File: src/rtl/pc_prt_ctrl.sv
// PRT sequencer for the I/Q pulse-compression matched filter: TX/RX timing, input
// gating, range-bin alignment with the filter output, and a per-PRT peak search.
module pc_prt_ctrl #(
    parameter int WIDTH    = 12,
    parameter int TAPS     = 64,
    parameter int ABS_W    = 73,
    parameter int PRT_LEN  = 1000,
    parameter int TX_LEN   = 64,
    parameter int RX_START = 80,
    parameter int RX_LEN   = 512,
    parameter int PC_LAT   = 3
) (
    input  logic             clk,
    input  logic             rst,
    input  logic             en,
    input  logic [WIDTH-1:0] adc_I,
    input  logic [WIDTH-1:0] adc_Q,
    output logic [WIDTH-1:0] pc_in_I,
    output logic [WIDTH-1:0] pc_in_Q,
    input  logic [ABS_W-1:0] pc_abs2,
    output logic             tx_trig,
    output logic             rx_gate,
    output logic             flush,
    output logic             pc_valid,
    output logic [9:0]       range_bin,
    output logic             peak_valid,
    input  logic             peak_ready,
    output logic [ABS_W-1:0] peak_val,
    output logic [9:0]       peak_bin,
    output logic [15:0]      prt_index,
    output logic             overrun,
    output logic             busy
);

    localparam int NBINS     = RX_LEN + TAPS - 1;
    localparam int CNT_W     = $clog2(PRT_LEN);
    localparam int V_START_I = RX_START + 1 + PC_LAT;

    localparam logic [CNT_W-1:0] TX_END  = CNT_W'(TX_LEN - 1);
    localparam logic [CNT_W-1:0] GAP_END = CNT_W'(RX_START - 1);
    localparam logic [CNT_W-1:0] RX_END  = CNT_W'(RX_START + RX_LEN - 1);
    localparam logic [CNT_W-1:0] FL_END  = CNT_W'(RX_START + RX_LEN + TAPS - 2);
    localparam logic [CNT_W-1:0] PRT_END = CNT_W'(PRT_LEN - 1);
    localparam logic [CNT_W-1:0] V_START = CNT_W'(V_START_I);
    localparam logic [CNT_W-1:0] V_END   = CNT_W'(V_START_I + NBINS - 1);
    localparam logic [9:0]       LAST_BIN = 10'(NBINS - 1);

    generate
        if (TX_LEN > RX_START || RX_START + RX_LEN + TAPS + PC_LAT > PRT_LEN - 1) begin : g_illegal
            $error("pc_prt_ctrl: illegal PRT timing parameters");
        end
    endgenerate

    typedef enum logic [2:0] {IDLE, TX, GAP, RX, FLUSH, TAIL} state_t;

    state_t           state, state_next;
    logic [CNT_W-1:0] prt_cnt, cnt_next;
    logic             bin_valid_next;
    logic [ABS_W-1:0] run_max, cand_val;
    logic [9:0]       run_bin, cand_bin;
    logic             result_load;

    // The end of a PRT takes priority over the phase transitions, so a PRT always runs full length.
    always_comb begin
        state_next = state;
        cnt_next   = prt_cnt + 1'b1;
        if (state == IDLE) begin
            cnt_next = '0;
            if (en) state_next = TX;
        end else if (prt_cnt == PRT_END) begin
            cnt_next   = '0;
            state_next = en ? TX : IDLE;
        end else begin
            case (state)
                TX:      if (prt_cnt == TX_END)  state_next = (TX_LEN == RX_START) ? RX : GAP;
                GAP:     if (prt_cnt == GAP_END) state_next = RX;
                RX:      if (prt_cnt == RX_END)  state_next = FLUSH;
                FLUSH:   if (prt_cnt == FL_END)  state_next = TAIL;
                default: ;
            endcase
        end
    end

    always_ff @(posedge clk) begin
        if (rst) begin
            state   <= IDLE;
            prt_cnt <= '0;
        end else begin
            state   <= state_next;
            prt_cnt <= cnt_next;
        end
    end

    assign bin_valid_next = (state_next != IDLE) && (cnt_next >= V_START) && (cnt_next <= V_END);

    // Decoding from the next state keeps the strobes registered yet aligned with prt_cnt.
    always_ff @(posedge clk) begin
        if (rst) begin
            tx_trig   <= 1'b0;
            rx_gate   <= 1'b0;
            flush     <= 1'b0;
            busy      <= 1'b0;
            pc_valid  <= 1'b0;
            range_bin <= '0;
            pc_in_I   <= '0;
            pc_in_Q   <= '0;
            prt_index <= '0;
        end else begin
            tx_trig   <= (state_next == TX);
            rx_gate   <= (state_next == RX);
            flush     <= (state_next == FLUSH);
            busy      <= (state_next != IDLE);
            pc_valid  <= bin_valid_next;
            range_bin <= bin_valid_next ? 10'(cnt_next - V_START) : 10'd0;
            pc_in_I   <= (state == RX) ? adc_I : '0;
            pc_in_Q   <= (state == RX) ? adc_Q : '0;
            if (state != IDLE && prt_cnt == PRT_END) prt_index <= prt_index + 1'b1;
        end
    end

    // Bin 0 always seeds the max; afterwards only a strictly larger value wins.
    always_comb begin
        cand_val = run_max;
        cand_bin = run_bin;
        if (range_bin == 10'd0 || pc_abs2 > run_max) begin
            cand_val = pc_abs2;
            cand_bin = range_bin;
        end
    end

    assign result_load = pc_valid && (range_bin == LAST_BIN);

    always_ff @(posedge clk) begin
        if (rst) begin
            run_max    <= '0;
            run_bin    <= '0;
            peak_val   <= '0;
            peak_bin   <= '0;
            peak_valid <= 1'b0;
            overrun    <= 1'b0;
        end else begin
            if (pc_valid) begin
                run_max <= cand_val;
                run_bin <= cand_bin;
            end
            if (result_load) begin
                peak_val   <= cand_val;
                peak_bin   <= cand_bin;
                peak_valid <= 1'b1;
                if (peak_valid && !peak_ready) overrun <= 1'b1;
            end else if (peak_valid && peak_ready) begin
                peak_valid <= 1'b0;
            end
        end
    end

endmodule

File: config.mk
export PLATFORM = sky130hd
export DESIGN_NAME = pc_prt_ctrl
export DESIGN_NICKNAME = d
export VERILOG_FILES = /design/src/rtl/pc_prt_ctrl.sv
export SDC_FILE = /design/constraint.sdc
export NUM_CORES = 1
export LEC_CHECK = 0
export BUFFER_PORTS_ARGS = -buffer_cell sky130_fd_sc_hd__buf_2
export CAP_MARGIN = 25
export CORE_ASPECT_RATIO = 1.25
export CORE_MARGIN = 3
export CORE_UTILIZATION = 35
export CTS_BUF_LIST = sky130_fd_sc_hd__clkbuf_8
export CTS_CLUSTER_DIAMETER = 60
export DETAILED_ROUTE_END_ITERATION = 10
export GPL_TIMING_DRIVEN = 0
export HOLD_SLACK_MARGIN = 0.02
export SYNTH_ARGS = -nofsm -noshare
export SYNTH_HDL_FRONTEND = slang
export SYNTH_SLANG_ARGS = --single-unit
File: constraint.sdc
create_clock -name clk -period 4 [get_ports clk]
set_input_delay 0.8 -clock clk [delete_from_list [all_inputs] [get_ports clk]]
set_output_delay 0.8 -clock clk [all_outputs]
set_load 0.005 [all_outputs]
==> metrics.md <==
| Metric | Value |
|---|---|
| Final Max Tran Viols | 0 |
| GRT Total Usage | 19.6% |
| Pwr Total | 5.17 mW |
| Number of top-level pins | 241 |
| Max-capacitance violation count | 0 |
| Sum of buffers and inverters on the critical path | 3 |
| Max-slew headroom at the worst pin | 45.9% |
| Path class of the lowest-slack min-delay path | primary input to flop |
| Routed length per placed instance | 17.8 µm |
| End of the critical path | peak_val[48] |
| Die height | 215 µm |
| Post-synth top area share | 38.8% |
| Final Skew | 0.0203 ns |
| Maximum resistive drop on vdd | 473 µV |
| Register bit count reported by yosys | 236 |
| P&R area growth vs syn | 22.2% |
| Worst-case clock buffer depth | 3 |
| Area enclosed by the die boundary | 0.0371 mm² |
| Crit share post-route | 90.9% |
| Origin of the critical flop-to-flop path | run_max[39] |
| Number of synthesis warnings | 0 |
| Global-route wire length before repair | 59,500 µm |
| Crit start category | flop |
| Peak Freq | 0.275 GHz |
| Total clock buffers created by CTS | 44 |
| DR vias | 10,850 |
| Count of nets left with antenna violations after detail routing | 0 |
| Global placer's final weighted congestion | 0.884 |
| Predominant post-synthesis flop cell | dfxtp_1 |
| Post-synthesis cell area | 0.0122 mm² |
| Worst-path cell chain | inv_1 > ha_1 > nand4_1 > nor3_1 > nand3_1 > nor3_2 > buf_2 > clkbuf_1 > nor4_1 > a311oi_1 |
| H-tree depth | 2 |
| Cell with the most instances after synthesis | dfxtp_1 |
| FF-to-FF End | peak_val[48] |
| Slack of the worst reg-to-reg path | 0.36 ns |
| Required time of the critical path | 4.47 ns |
| Endpoint class of the critical path | flop |
| Start-to-end type of the worst setup path | flop to flop |
| Worst stage delay on the critical path | 0.62 ns |
| Critical Path AT | 4.10 ns |
| Sequential element share of the synthesized area | 38.8% |
| Ranking of synthesized cells by area | dfxtp_1, nand2b_1, ha_1 |
| Crit path max-delay family | simple AND/OR/NAND/NOR gates |
| Avg Synthesized Cell Area | 9.18 µm² |
| RSZ-0062 raised after global routing | false |
| WP depth | 10 |
| Status | complete, no violations |
| Cts hold-fix bufs | 0 |
| Worst-path maximum fanout | 10 |
| Library cell occupying the most area in the post-synthesis netlist | dfxtp_1 |
| Nets in the synthesized netlist | 1,507 |
| DR vias/cell | 5.14 |
| Sum of overflow across all layers after global routing | 0 |
| Mapped Cells | 1,328 |
| Iteration count of the initial detailed-routing pass | 5 |
| Pin count of the biggest net entering global routing | 12 |
| Post-DP HPWL | 28,200 µm |
| Count of input and output buffers | 240 |
| Post_cts resized | 0 |
| Number of remaining DRC errors | 0 |
| Standard-cell row count | 75 |
| Root cell of the clock tree | clkbuf_8 |
| Setup crit start | run_max[39] |
| Power density of the placed cells | 347 mW/mm² |
| Time the final worst path needs with I/O delays and setup | 3.64 ns |
| Floorplan die width | 173 µm |
| Detailed Route Iter0 Violations | 499 |
| Later-pin clock latency in the skew report | 0.58 ns |
| Worst-case reg-to-reg path depth | 10 |
| Number of nets at the end of the flow | 1,793 |
| Synth cell types | 61 |
| Layout cells sized above 1 | 21.1% |
| Final Instance Area | 0.0149 mm² |
| Number of sinks driven by the clock tree | 236 |
| Highest-delay cell along the critical path | nor3_2 |
| DP Area | 0.0140 mm² |
| Area inside the core boundary | 0.0340 mm² |
| Number of antenna violations at the first check in global routing | 4 |
| Slew at the pin closest to its max-slew limit | 0.811 ns |
| Total wire length after detailed routing | 37,600 µm |
| Clock slew at the register clock pins of the worst setup and hold paths | 0.06 ns |
| Async set-or-reset flop fraction in the synthesized netlist | 0% |
| Number of synthesized flops with an enable pin | 0 |
| Final setup violating endpoints | 0 |
| Clock tree from TritonCTS | built |
| Launch instance of the worst min-delay path | adc_Q[9] |
| Postcts setup bufs | 0 |
| P_leak | 6.18 nW |
| Final hold violations | 0 |
| Number of global-route vias before repair | 11,083 |
| Commonest cells post-synth | dfxtp_1, nand2b_1, mux2i_1, inv_1, ha_1 |
| Starting density of the core | 35.9% |
## power breakdown
| group | internal (mW) | leakage, nW | total (mW) | switching, mW |
|---|---|---|---|---|
| sequential | 2.35 | 1.90 | 2.36 | 0.00353 |
| combinational | 0.153 | 3.78 | 0.376 | 0.223 |
| clock | 1.36 | 0.502 | 2.43 | 1.07 |
## through the flow
step | hold slack, ns | setup WS [ns] | utilization (%) | std cells | setup TNS (ns)
5_1_grt | 0.405 | 0.0613 | 43.8 | 2110 | 0
6_report | 0.432 | 0.363 | 43.8 | 2111 | 0
3_3_place_gp | 0.440 | -0.188 | 41.1 | 2030 | -3.71
2_1_floorplan | 0.448 | 1.07 | - | 1328 | 0
4_1_cts | 0.388 | 0.237 | 43.8 | 2108 | 0
3_5_place_dp | 0.446 | -0.260 | 41.1 | 2030 | -4.83
## cells by family (layout without fill, tap and decap cells)
| family | after synthesis | after routing | synth area share [%] |
|---|---|---|---|
| AND/OR/NAND/NOR | 472 | 472 | 22.0 |
| flip-flops | 236 | 236 | 38.8 |
| XOR/XNOR | 25 | 25 | 1.80 |
| other | 0 | 3 | 0 |
| adder cells (fa/ha/maj) | 78 | 78 | 8.01 |
| multiplexers | 85 | 85 | 6.99 |
| buffers and inverters | 182 | 500 | 7.14 |
| AO/OA/AOI/OAI | 250 | 250 | 15.3 |
## sequential cells by signal, indices dropped and copies added, names as in the netlist, 3 cells and up
| name | cells |
|---|---|
| peak_bin | 10 |
| pc_in_Q | 12 |
| peak_val | 73 |
| run_bin | 10 |
| range_bin | 10 |
| pc_in_I | 12 |
| state | 3 |
| prt_index | 16 |
| run_max | 73 |
| prt_cnt | 10 |
## worst reg2reg max path: cells and delay by family, from the launching register on
family	cells	cell delay [ns]
AND/OR/NAND/NOR	5	1.62
buffers and inverters	3	0.95
flip-flops	1	0.33
AO/OA/AOI/OAI	1	0.33
adder cells (fa/ha/maj)	1	0.32
## worst min path at each step
stage	depth (start not counted)	endpoint	slack, ns
finish	2	pc_in_Q[9]	0.43
global route	2	pc_in_I[8]	0.41
CTS	2	pc_in_Q[8]	0.39
detailed placement	2	peak_bin[6]	0.45
global placement	2	peak_bin[6]	0.44
floorplan	2	peak_bin[0]	0.45
## layout make-up
class | instances | area [µm²]
antenna | 3 | 7.51
buffer | 100 | 562
clock buffer | 58 | 798
clock inverter | 20 | 124
fill | 3464 | 19100
inverter | 82 | 308
multi-input combinational | 910 | 6590
sequential | 236 | 4720
tap | 462 | 578
timing repair buffer | 240 | 1200
## per-layer routing
| layer | vias up | GRT usage (%) | part of all wire [%] |
|---|---|---|---|
| li1 | 5334 | - | - |
| met1 | 5104 | 23.7 | 42 |
| met2 | 334 | 33.5 | 48 |
| met3 | 76 | 5.01 | 6.7 |
| met4 | 2 | 7.38 | 3.0 |
| met5 | - | 0 | 0.053 |
## layout by cell type (no fill, tap or decap), types with 5 or more instances in the layout
| cell type | instances |
|---|---|
| nor4_1 | 77 |
| clkbuf_8 | 58 |
| or3_1 | 6 |
| nand2_1 | 46 |
| nor3_1 | 13 |
| nor2_1 | 65 |
| and3_1 | 8 |
| o21bai_1 | 73 |
| ha_1 | 78 |
| buf_12 | 8 |
| a21oi_1 | 44 |
| buf_2 | 255 |
| clkinvlp_4 | 5 |
| xor2_1 | 14 |
| a211oi_1 | 10 |
| mux2i_1 | 84 |
| xnor2_1 | 11 |
| nand3_1 | 21 |
| clkbuf_1 | 69 |
| and2_1 | 26 |
| dfxtp_1 | 236 |
| o211ai_1 | 6 |
| nand4_1 | 19 |
| o21ai_0 | 17 |
| inv_1 | 93 |
| nand2b_1 | 172 |
| a311oi_1 | 74 |
No activity file was read; power rests on OpenSTA's default activity.
